===== src/rtl/pipe_pkg.sv =====
// Shared pipeline constants, widths and payload types.
// Used by pipe_stage_reg and the stages around it.
package pipe_pkg;

    localparam int PC_W       = 32;
    localparam int INSTR_W    = 32;
    localparam int PERF_CNT_W = 16;

    localparam logic [INSTR_W-1:0] NOP_INSTR = 32'h00000013;

    typedef struct packed {
        logic [PC_W-1:0]    pc;
        logic [INSTR_W-1:0] instr;
    } if_id_payload_t;

    typedef enum logic [1:0] {
        ST_EMPTY = 2'd0,
        ST_FULL  = 2'd1,
        ST_SKID  = 2'd2
    } skid_state_e;

    function automatic if_id_payload_t nop_payload(
        input logic [PC_W-1:0] pc
    );
        if_id_payload_t p;
        p.pc    = pc;
        p.instr = NOP_INSTR;
        return p;
    endfunction

endpackage


===== src/rtl/sat_counter.sv =====
// Saturating event counter; holds at all-ones, cleared only by reset.
module sat_counter #(
    parameter int CNT_W = 16
) (
    input  logic             clk,
    input  logic             reset,
    input  logic             inc,
    output logic [CNT_W-1:0] count
);

    localparam logic [CNT_W-1:0] MAX = {CNT_W{1'b1}};
    localparam logic [CNT_W-1:0] ONE = {{(CNT_W-1){1'b0}}, 1'b1};

    always_ff @(posedge clk or posedge reset) begin
        if (reset) begin
            count <= '0;
        end else if (inc && (count != MAX)) begin
            count <= count + ONE;
        end
    end

endmodule


===== src/rtl/pipe_stage_reg.sv =====
// Generic valid/ready pipeline register with flush and perf counters.
// Define PIPE_STAGE_SKID_EN for a skid entry and a registered in_ready.
module pipe_stage_reg
    import pipe_pkg::*;
#(
    parameter int                DATA_W     = $bits(if_id_payload_t),
    parameter logic [DATA_W-1:0] FLUSH_DATA = '0,
    parameter int                CNT_W      = PERF_CNT_W
) (
    input  logic              clk,
    input  logic              reset,
    input  logic              flush,
    input  logic              in_valid,
    output logic              in_ready,
    input  logic [DATA_W-1:0] in_data,
    output logic              out_valid,
    input  logic              out_ready,
    output logic [DATA_W-1:0] out_data,
    output logic [CNT_W-1:0]  stall_cnt,
    output logic [CNT_W-1:0]  flush_cnt
);

    logic accept;
    logic drain;
    logic skid_valid;
    logic stall_inc;
    logic flush_inc;

    assign accept = in_valid && in_ready;
    assign drain  = out_valid && out_ready;

`ifdef PIPE_STAGE_SKID_EN

    skid_state_e       state_q;
    skid_state_e       state_d;
    logic [DATA_W-1:0] data_q;
    logic [DATA_W-1:0] data_d;
    logic [DATA_W-1:0] skid_q;
    logic [DATA_W-1:0] skid_d;

    always_ff @(posedge clk or posedge reset) begin
        if (reset) begin
            state_q <= ST_EMPTY;
            data_q  <= FLUSH_DATA;
            skid_q  <= FLUSH_DATA;
        end else begin
            state_q <= state_d;
            data_q  <= data_d;
            skid_q  <= skid_d;
        end
    end

    always_comb begin
        state_d = state_q;
        data_d  = data_q;
        skid_d  = skid_q;
        if (flush) begin
            state_d = ST_EMPTY;
            data_d  = FLUSH_DATA;
            skid_d  = FLUSH_DATA;
        end else begin
            unique case (state_q)
                ST_EMPTY: begin
                    if (accept) begin
                        state_d = ST_FULL;
                        data_d  = in_data;
                    end
                end
                ST_FULL: begin
                    if (accept && drain) begin
                        data_d = in_data;
                    end else if (accept) begin
                        state_d = ST_SKID;
                        skid_d  = in_data;
                    end else if (drain) begin
                        state_d = ST_EMPTY;
                    end
                end
                ST_SKID: begin
                    // in_ready is low here, so only a drain can move us
                    if (drain) begin
                        state_d = ST_FULL;
                        data_d  = skid_q;
                    end
                end
                default: begin
                    state_d = ST_EMPTY;
                end
            endcase
        end
    end

    assign out_valid  = (state_q != ST_EMPTY);
    assign skid_valid = (state_q == ST_SKID);
    assign in_ready   = !skid_valid;
    assign out_data   = data_q;

`else

    logic              valid_q;
    logic [DATA_W-1:0] data_q;

    always_ff @(posedge clk or posedge reset) begin
        if (reset) begin
            valid_q <= 1'b0;
            data_q  <= FLUSH_DATA;
        end else if (flush) begin
            valid_q <= 1'b0;
            data_q  <= FLUSH_DATA;
        end else if (accept) begin
            valid_q <= 1'b1;
            data_q  <= in_data;
        end else if (drain) begin
            valid_q <= 1'b0;
        end
    end

    assign out_valid  = valid_q;
    assign skid_valid = 1'b0;
    assign in_ready   = !valid_q || out_ready;
    assign out_data   = data_q;

`endif

    assign stall_inc = out_valid && !out_ready && !flush;
    assign flush_inc = flush && (out_valid || skid_valid);

    sat_counter #(
        .CNT_W (CNT_W)
    ) u_stall_cnt (
        .clk   (clk),
        .reset (reset),
        .inc   (stall_inc),
        .count (stall_cnt)
    );

    sat_counter #(
        .CNT_W (CNT_W)
    ) u_flush_cnt (
        .clk   (clk),
        .reset (reset),
        .inc   (flush_inc),
        .count (flush_cnt)
    );

endmodule

===== config.mk =====
export PLATFORM = sky130hd
export DESIGN_NAME = pipe_stage_reg
export DESIGN_NICKNAME = d
export VERILOG_FILES = /design/src/rtl/pipe_pkg.sv /design/src/rtl/sat_counter.sv /design/src/rtl/pipe_stage_reg.sv
export SDC_FILE = /design/constraint.sdc
export NUM_CORES = 1
export LEC_CHECK = 0
export BUFFER_PORTS_ARGS = -buffer_cell sky130_fd_sc_hd__buf_2
export CORE_MARGIN = 2
export CORE_UTILIZATION = 45
export DETAILED_ROUTE_END_ITERATION = 6
export MAX_ROUTING_LAYER = met4
export PLACE_DENSITY = 0.8
export SLEW_MARGIN = 20
export SYNTH_ARGS = -nofsm -noshare
export SYNTH_HDL_FRONTEND = slang
export SYNTH_HIERARCHICAL = 1
export SYNTH_SLANG_ARGS = --single-unit

===== constraint.sdc =====
create_clock -name clk -period 6.45 [get_ports clk]
set_clock_uncertainty 0.2 [all_clocks]
set_input_delay 0.9675 -clock clk [delete_from_list [all_inputs] [get_ports clk]]
set_output_delay 0.9675 -clock clk [all_outputs]
set_load 0.01 [all_outputs]

### Yosys cells after proc, flatten, opt, wreduce, memory -nomap -nowiden

Index checks and enable logic that the tools add are counted.

| storage, ports and cells | value |
|---|---|
| register bits after elaboration | 97 |
| bits in latches | 0 |
| bits in writable memories | 0 |
| ROM bits | 0 |
| input port bits | 69 |
| output and inout port bits | 98 |
| word-level logic and storage cells | 26 |
| memories | 0 |

| cells by class | value |
|---|---|
| $add $sub $neg | 2 |
| multipliers | 0 |
| div/mod/pow operators | 0 |
| $lt $le $gt $ge | 0 |
| eq/ne operators | 2 |
| shift operators | 0 |
| mux-type cells | 5 |
| bitwise logic cells | 0 |
| reduce and logical (&&, ||, !) cells | 13 |

Operators with widths:

| cell | count |
|---|---|
| 64-bit two-way mux | 2 |
| 16-bit by 1-bit adder with 16-bit output, second input constant | 2 |
| 16-bit inequality test, second input constant | 2 |
| 1-bit logical AND | 7 |
| 1-bit logical NOT | 3 |
| 1-bit two-way mux | 3 |
| 3-bit nonzero test | 1 |
| 2-bit nonzero test | 1 |
| 1-bit logical OR | 1 |

### Depth between registers and ports, before layout

Gate-level depths: netlist of run 1.

| logic depth | value |
|---|---|
| depth after elaboration | 5 |
| gate-level depth with buffers | 9 |
| mapped depth without buffers | 6 |

### Modules after synthesis

The synthesis of run 1 kept the hierarchy.

By module, submodules not included:

| module | instances | cells an instance | area each (um^2) | sequential area each (um^2) |
|---|---|---|---|---|
| pipe_stage_reg | 1 | 299 | 3,205.6 | 1,626.6 |
| sat_counter | 2 | 71 | 805.8 | 400.4 |

### Worst setup path after synthesis of run 1

No wires, ideal clock.

| path | value |
|---|---|
| kind | input port to flip-flop |
| start | input out_ready |
| end | register u_stall_cnt.count[14] |
| library setup time | 0.125 ns |
| data arrival time | 2.580 ns |
| data required time | 6.125 ns |
| slack | 3.546 ns |
| cell stages on the path | 9 |
| buffers on the path | 3 |
| cells stage by stage | nand2b_1 buf_2 buf_6 buf_2 nor2_1 and4_1 nand3_1 nor2_1 mux2_2 |

| on the way | value |
|---|---|
| cells in the longest elaborated chain, start to end | 4 |

RTL lines:

| element | RTL line | text |
|---|---|---|
| start: declaration | pipe_stage_reg.sv:17 | `input logic out_ready,` |
| 1-bit logical NOT | pipe_stage_reg.sv:125 | `assign stall_inc = out_valid && !out_ready && !flush;` |
| 1-bit logical AND (2 in a row) | pipe_stage_reg.sv:125 |  |
| named net stall_inc | pipe_stage_reg.sv:26 | `logic stall_inc;` |
| 1-bit logical AND | sat_counter.sv:17 | `end else if (inc && (count != MAX)) begin` |
| end signal: assignment | sat_counter.sv:18 | `count <= count + ONE;` |
| end: declaration | sat_counter.sv:8 | `output logic [CNT_W-1:0] count` |

The timed path passes the listed nets, and every way through them passes these cells.
A chain may end at the register's enable or synchronous reset.

### Final worst setup path of run 1

| path | value |
|---|---|
| start | input out_ready |
| end | output in_ready |

| on the way | value |
|---|---|
| cells in the longest elaborated chain, start to end | 1 |

RTL lines:

| element | RTL line | text |
|---|---|---|
| 1-bit logical OR | pipe_stage_reg.sv:120 | `assign in_ready = !valid_q \|\| out_ready;` |
| end: declaration | pipe_stage_reg.sv:14 | `output logic in_ready,` |

Every way passes these cells.

==> flow_summary.yaml, run 1 <==
outcome:
  outcome: "finished clean"
cts:
  clockRootBuffer: "clkbuf_8"
  clk_latency_ps: 350
  cts_tree: "done"
  ctsHoldBuffers: 0
  cts_made_buffers: 9
  clock_sinks: 97
  cts-htree-levels: 3
  clock_path_buffers: 2
  cts_setup_buffers: 0
  cts_resized: 0
  clkTransAtPathRegs_ps: 80
critical_path:
  r2r-start: "out_valid"
  ff2ff_path_depth: 6
  cp.arrival_ps: 1790
  critPathCapture: "in_ready"
  critPathMaxFanout: 56
  endpoint_kind: "output port"
  reg2reg_to: "u_stall_cnt/count[14]"
  worst-setup-path-type: "in -> out"
  reg2reg_slack_ps: 3900
  crit_path_start_kind: "primary input"
  critPathLaunch: "out_ready"
  crit_required_ps: 5280
floorplanning:
  io_pins: 167
  dieArea_um2: 11500
  coreArea_um2: 10400
  die_width_um: 107
  die_h_um: 107
  core.rowCount: 37
  start_util: 0.465
place:
  dp_hpwl_um: 7700
  place_congestion: 0.803
  io_buffers: 166
drt:
  drt_drc_violations_left: 0
  wl_per_cell_um: 15.6
  wirelength_um: 11300
  initialDrtViolationCount: 196
  dr.pass1.iters: 5
  viasPerCell: 5.37
  vias: 3896
  ant_nets: 0
timing:
  final-hold-violation-count: 0
  clock.fmax_ghz: 0.338
  tightest_slew_ps: 876
  slew_violations: 0
  setup_viol: 0
  timing.final.crit_period_ps: 2960
  relSlewSlack: 0.416
  rsz0062_at_grt: "no"
  period_share: 0.459
  hold_ws_ps: 304
  tns_ps: 0
grt:
  globalRouteMet1Util: 0.252
  grt.busiest_layer: "met2"
  grt_max_degree: 130
  grt_pass1_vias: 3792
  antenna_found_initial: 0
  use_met3: 0.0297
  track_usage: 0.203
  gr-usage-met2: 0.332
  gr-total-overflow: 0
  grt_pass1_wl_um: 18300
power:
  ir_worst_vdd_mv: 0.149
  sw_frac_of_total: 0.292
  seq_power_share: 0.529
  switchingPower_mw: 0.392
  pwr-share-comb: 0.187
  internal-power_mw: 0.952
  pwr-share-clk: 0.284
  powerDensity_nw_per_um2: 229
  p_leak_nw: 2.96
finish:
  area_growth_pct: 21.7
  nets: 656
  fillers: 914
  diodes: 0
  layout-drive-gt1-share: 0.451
logic_synthesis:
  synth_warnings: 6
  syn_nets: 512
  yosysUniqueCellTypes: 29
  ys_seq_area_frac: 0.504
  ys_seq_elements: 97
  syn_area_um2: 4820
  synth_cells: 441
  synth.avg_cell_area_um2: 10.9
hold_path:
  hold_path_class: "reg -> reg"
run:
  drv_cap: 0
## cell usage after synthesis (all sizes together)
cell	instances	area [um2]
and4	8	72.6
a21bo	64	641
mux2i	2	20.0
inv	4	15.0
xnor2	22	193
mux2	4	45.0
nand4	14	130
nor4	2	42.5
nand3	78	390
dfrtp	97	2430
clkbuf	15	56.3
nand2	14	57.6
buf	21	126
nor2	7	26.3
and2	3	18.8
a21oi	69	432
and3	10	65.1
ha	2	25.0
o21a	2	15.0
nand2b	3	18.8
## cell usage in the layout (no fill, tap or decap)
master,n
nor4_4,2
nand2b_4,1
xnor2_1,22
nand2b_1,2
mux2i_1,2
and3_1,8
nor2_1,7
nand4_1,10
and2_1,3
nand2_2,2
a21oi_1,46
and3_2,2
nand4_2,2
dfrtp_1,97
buf_6,1
buf_2,165
a21bo_1,23
inv_2,1
clkbuf_1,1
ha_1,2
clkinv_2,2
clkbuf_8,13
nand4_4,2
and4_2,2
a21bo_2,41
nand3_1,78
nand2_1,12
and4_1,6
inv_1,3
buf_4,3
a21oi_2,23
o21a_1,2
mux2_2,4
## worst min path at each step
stage | start | to | cells after the start
floorplan | u_flush_cnt/count[15] | u_flush_cnt/count[15] | 1
CTS | u_flush_cnt/count[15] | u_flush_cnt/count[15] | 1
global placement | u_flush_cnt/count[15] | u_flush_cnt/count[15] | 1
detailed placement | u_flush_cnt/count[15] | u_flush_cnt/count[15] | 1
finish | u_stall_cnt/count[15] | u_stall_cnt/count[15] | 1
global route | u_stall_cnt/count[15] | u_stall_cnt/count[15] | 1
## registers in the layout, indices dropped and copies added, names as in the netlist
| signal | flops |
|---|---|
| u_stall_cnt/count | 16 |
| out_data | 64 |
| out_valid | 1 |
| u_flush_cnt/count | 16 |
## final cells by class
cell class              instances  area, um2  share of cell area
flip-flops and latches         97       2430               0.414
repair buffers                169        860               0.147
clock buffers                  14        183              0.0311
clock inverters                 2       10.0             0.00171
multi-input cells             304       2200               0.375
well taps                     136        170              0.0290
inverters                       4       15.0             0.00256
## power by group through the flow
stage | Combinational [mW] | Sequential, mW | Clock [mW]
final | 0.252 | 0.711 | 0.382
after global routing | 0.279 | 0.721 | 0.415
after global placement | 0.245 | 0.720 | 0
after CTS | 0.254 | 0.711 | 0.393
after detailed placement | 0.253 | 0.722 | 0
after floorplan | 0.132 | 0.738 | 0
## kinds of logic (layout without fill, tap and decap cells)
| group | after synthesis | after routing | share of synthesized area |
|---|---|---|---|
| adder cells (fa/ha/maj) | 2 | 2 | 0.00519 |
| AO/OA/AOI/OAI | 135 | 135 | 0.226 |
| AND/OR/NAND/NOR | 139 | 139 | 0.171 |
| multiplexers | 6 | 6 | 0.0135 |
| XOR/XNOR | 22 | 22 | 0.0400 |
| buffers and inverters | 40 | 189 | 0.0410 |
| flip-flops | 97 | 97 | 0.504 |
## critical path, stage by stage
cell and delay (ps):
buf_2 80, nand2b_4 490, buf_2 240
## metal layers
layer	vias to the layer above	share of wire
met5	-	0
met4	0	0.029
met3	28	0.039
met2	110	0.50
met1	1884	0.43
li1	1874	-
## per-stage QoR
stage          total power [mW]   util  cells  area, um2  setup WS (ps)
6_report                   1.34  0.566    726       5860           3490
3_5_place_dp              0.975  0.547    710       5670           3290
3_3_place_gp              0.965  0.547    710       5670           3380
5_1_grt                    1.41  0.566    726       5860           3440
2_1_floorplan             0.870      -    441       4820           3550
4_1_cts                    1.36  0.565    726       5860           3500
Note: power is estimated with default switching activity, not from simulation.
==> run 2: changes to the inputs <==
- clock period: 6.45 -> 3.1 ns (I/O delays scaled with it)
==> run 2 against run 1 <==
Non-clock buffer count up 4. Sequential power up 110%. Final area up 0.79%. Register-to-register slack worse by 2900 ps. Global-route usage up 0.28 points. Combinational power up 110%.
==> flow_summary.yaml, run 2 (synthesized netlist as in run 1, its figures left out) <==
hold_path:
  hold_path_class: "in -> reg"
  holdPathEnd: "out_data[15]"
  hold_start: "flush"
  holdPathStages: 2
cts:
  cts_setup_buffers: 0
  clock_path_buffers: 2
  clock_sinks: 97
  clockRootBuffer: "clkbuf_8"
  clkTransAtPathRegs_ps: 90
  ctsHoldBuffers: 1
  clk_latency_ps: 350
  cts_made_buffers: 9
  cts_tree: "done"
  cts_resized: 0
  cts-htree-levels: 3
critical_path:
  cp.arrival_ps: 1610
  worst-setup-path-type: "reg -> out"
  crit_slowest_cell: "dfrtp_1"
  crit_path_start_kind: "flop"
  max_stage_delay_ps: 420
  r2r-start: "out_valid"
  endpoint_kind: "output port"
  critPathMaxFanout: 127
  ff2ff_path_depth: 6
  reg2reg_slack_ps: 970
  crit_path_cell_trace: "nand2b_4 -> buf_12 -> buf_2"
  reg2reg_to: "u_stall_cnt/count[14]"
  crit_required_ps: 2430
power:
  ir_worst_vdd_mv: 0.330
  finalPower_mw: 2.84
  p_leak_nw: 2.98
  powerDensity_nw_per_um2: 480
drt:
  wirelength_um: 11300
  dr.pass1.iters: 4
  viasPerCell: 5.32
  wl_per_cell_um: 15.5
  ant_nets: 0
  drt_drc_violations_left: 0
  vias: 3886
  initialDrtViolationCount: 204
timing:
  rsz0062_at_grt: "no"
  timing.final.crit_period_ps: 2270
  clock.fmax_ghz: 0.440
  final-hold-violation-count: 0
  period_share: 0.733
  tightest_slew_ps: 808
  slew_violations: 0
  relSlewSlack: 0.462
  tns_ps: 0
  setup_viol: 0
grt:
  grt_pass1_vias: 3774
  grt_max_degree: 128
  track_usage: 0.206
  gr-total-overflow: 0
  grt_pass1_wl_um: 18500
  antenna_found_initial: 1
floorplanning:
  start_util: 0.465
  dieArea_um2: 11500
  core.rowCount: 37
  io_pins: 167
  die_h_um: 107
  die_width_um: 107
  coreArea_um2: 10400
finish:
  nets: 660
  layout-drive-gt1-share: 0.452
  final_common_cell: "buf_2"
  multi_input_area_um2: 2200
  seqCellArea_um2: 2430
  fillers: 918
  final_cell_mix: "buf_2, dfrtp_1, nand3_1"
  postLayoutCoreUtil: 0.570
  area_growth_pct: 22.7
  largest_register_ffs: 64
place:
  io_buffers: 166
  place_congestion: 0.817
  dp_hpwl_um: 7770
outcome:
  outcome: "finished clean"
run:
  drv_cap: 0
## run 2: changes by cell type in the layout (fill, tap and decap cells not counted), sizes merged
cell,delta
buf,+3
bufinv,+1
clkbuf,-2
diode,+1
dlygate4sd3,+1
## run 2: final cells by class
class	instances	share of cell area
Clock buffer	12	0.0262
Antenna cell	1	0.000423
Tap cell	136	0.0288
Multi-Input combinational cell	304	0.372
Inverter	4	0.00254
Clock inverter	3	0.00677
Timing Repair Buffer	173	0.152
Sequential cell	97	0.411
## run 2: worst max path at each step
stage               startpoint  slack [ps]                    end  cells past startpoint
floorplan            out_ready         700  u_stall_cnt/count[14]                      9
global placement     out_ready         820  u_stall_cnt/count[14]                      7
detailed placement   out_ready         760  u_stall_cnt/count[14]                      7
CTS                  out_valid         850               in_ready                      3
global route         out_valid         740               in_ready                      3
finish               out_valid         830               in_ready                      3
## run 2: worst max-delay path, delay by kind of cell (launching register included)
family,cells,cell delay [ps]
and+or+nand+nor,1,120
buffers and inverters,2,570
DFF,1,420
## run 2: per-stage QoR
stage          setup WS [ps]  instance area, um2  instances  hold WS (ps)
6_report                 828                5910        730           132
5_1_grt                  739                5910        730           118
3_5_place_dp             755                5700        713           292
2_1_floorplan            698                4820        441           179
3_3_place_gp             824                5700        713           290
4_1_cts                  846                5910        729           114
## run 2: metal layers
layer	track usage	routed length, um
met5	-	0
met4	0.103	344
met3	0.0291	588
met2	0.327	5470
met1	0.260	4920
## run 2: power breakdown
part	total [mW]	internal (mW)	switching (mW)
sequential	1.48	1.37	0.109
combinational	0.531	0.238	0.292
clock	0.828	0.411	0.417
total	2.84	2.02	0.818
==> run 3: changes to the inputs <==
- clock period: 3.1 -> 2.2 ns (I/O delays scaled with it)
==> run 3 against run 2 <==
Final area is 8.2% higher. Global-route usage is 1.2 points higher. First-iteration DRC count is 12% lower. Worst setup slack worse by 730 ps. Sequential share of layout area is 3.1 points lower. Worst hold slack worse by 120 ps. Register-to-register slack worse by 630 ps. Flip-flop and latch count stayed put. Die area stayed put. Critical path type unchanged. Critical endpoint unchanged.
==> flow_summary.yaml, run 3 (synthesized netlist as in run 1, its figures left out) <==
outcome:
  outcome: "finished clean"
grt:
  antenna_found_initial: 0
  grt_max_degree: 131
  grt_pass1_vias: 4013
  gr-total-overflow: 0
  grt_pass1_wl_um: 19300
  track_usage: 0.218
hold_path:
  hold_path_class: "in -> reg"
timing:
  setup_viol: 0
  period_share: 0.954
  final-hold-violation-count: 0
  tightest_slew_ps: 612
  clock.fmax_ghz: 0.476
  timing.final.crit_period_ps: 2100
  rsz0062_at_grt: "no"
  slew_violations: 0
  tns_ps: 0
  relSlewSlack: 0.591
drt:
  ant_nets: 0
  wirelength_um: 12000
  drt_drc_violations_left: 0
  vias: 4072
  initialDrtViolationCount: 179
  dr.pass1.iters: 4
  wl_per_cell_um: 15.6
  viasPerCell: 5.31
cts:
  clock_path_buffers: 2
  clockRootBuffer: "clkbuf_8"
  clkTransAtPathRegs_ps: 100
  cts_tree: "done"
  cts_made_buffers: 9
  cts-htree-levels: 3
  clock_sinks: 97
  clk_latency_ps: 360
place:
  io_buffers: 166
  dp_hpwl_um: 8040
  place_congestion: 0.852
  place_inst: 716
critical_path:
  crit_path_start_kind: "flop"
  reg2reg_slack_ps: 340
  worst-setup-path-type: "reg -> out"
  endpoint_kind: "output port"
  cp.arrival_ps: 1570
  critPathMaxFanout: 130
  crit_required_ps: 1670
floorplanning:
  coreArea_um2: 10400
  core.rowCount: 37
  die_width_um: 107
  dieArea_um2: 11500
  io_pins: 167
  start_util: 0.465
  die_h_um: 107
run:
  drv_cap: 0
power:
  p_leak_nw: 3.18
  ir_worst_vdd_mv: 0.388
  powerDensity_nw_per_um2: 688
finish:
  final_cells: 767
  area_growth_pct: 32.8
  multi_input_area_um2: 2200
  largest_register_ffs: 64
  layout-drive-gt1-share: 0.431
  final_common_cell: "buf_2"
  diodes: 0
  seqCellArea_um2: 2430
  fillers: 839
  nets: 697
  final_cell_mix: "buf_2, dfrtp_1, nand3_1"
run 3: where the power goes:
part	leakage (nW)	internal [mW]	switching [mW]
logic	1.75	0.391	0.438
registers	1.30	1.93	0.152
clock network	0.124	0.871	0.616
run 3: repair_timing:
action,CTS,global route
hold buffers,35,0
endpoints found under the setup margin,0,1
resized for setup,0,1
buffers inserted,0,0
endpoints found under the hold margin,89,0
run 3: worst max-delay path, stage by stage, from the launching register on:
cell	delay, ps
dfrtp_1	420
nand2b_4	110
buf_16	390
buf_2	230
run 3: area by class of cell:
type,instances,area share
tap,136,0.0266
multi-input combinational,304,0.344
sequential,97,0.380
clock buffer,11,0.0205
inverter,4,0.00235
timing repair buffer,210,0.207
clock inverter,5,0.0200
run 3: path summary, 6_finish.rpt:
check | startpoint | cells after the start | endpoint
worst max-delay path | out_valid | 3 | in_ready
min in group asynchronous | reset | 3 | out_data[15]
worst min register to register | u_flush_cnt/count[15] | 1 | u_flush_cnt/count[15]
max in group asynchronous | reset | 4 | out_data[48]
worst min-delay path | in_data[39] | 3 | out_data[39]
worst max register to register | u_flush_cnt/count[0] | 5 | u_flush_cnt/count[1]
run 3: layer usage:
metal | GRT usage | vias to the layer above | wire length, um
met5 | - | - | 0
met4 | 0.113 | 0 | 446
met3 | 0.0297 | 33 | 449
met2 | 0.358 | 116 | 5990
met1 | 0.264 | 1973 | 5110
li1 | - | 1950 | -
run 3: per-stage QoR:
stage,setup slack (ps),cell area (um2),hold WS (ps),power [mW],util
global route,31.4,6390,10.9,4.61,0.617
global placement,278,5780,242,2.85,0.557
CTS,89.8,6390,0.249,4.44,0.616
floorplan,10.8,4820,43.7,2.55,-
finish,101,6390,8.81,4.40,0.617
detailed placement,249,5780,247,2.89,0.557
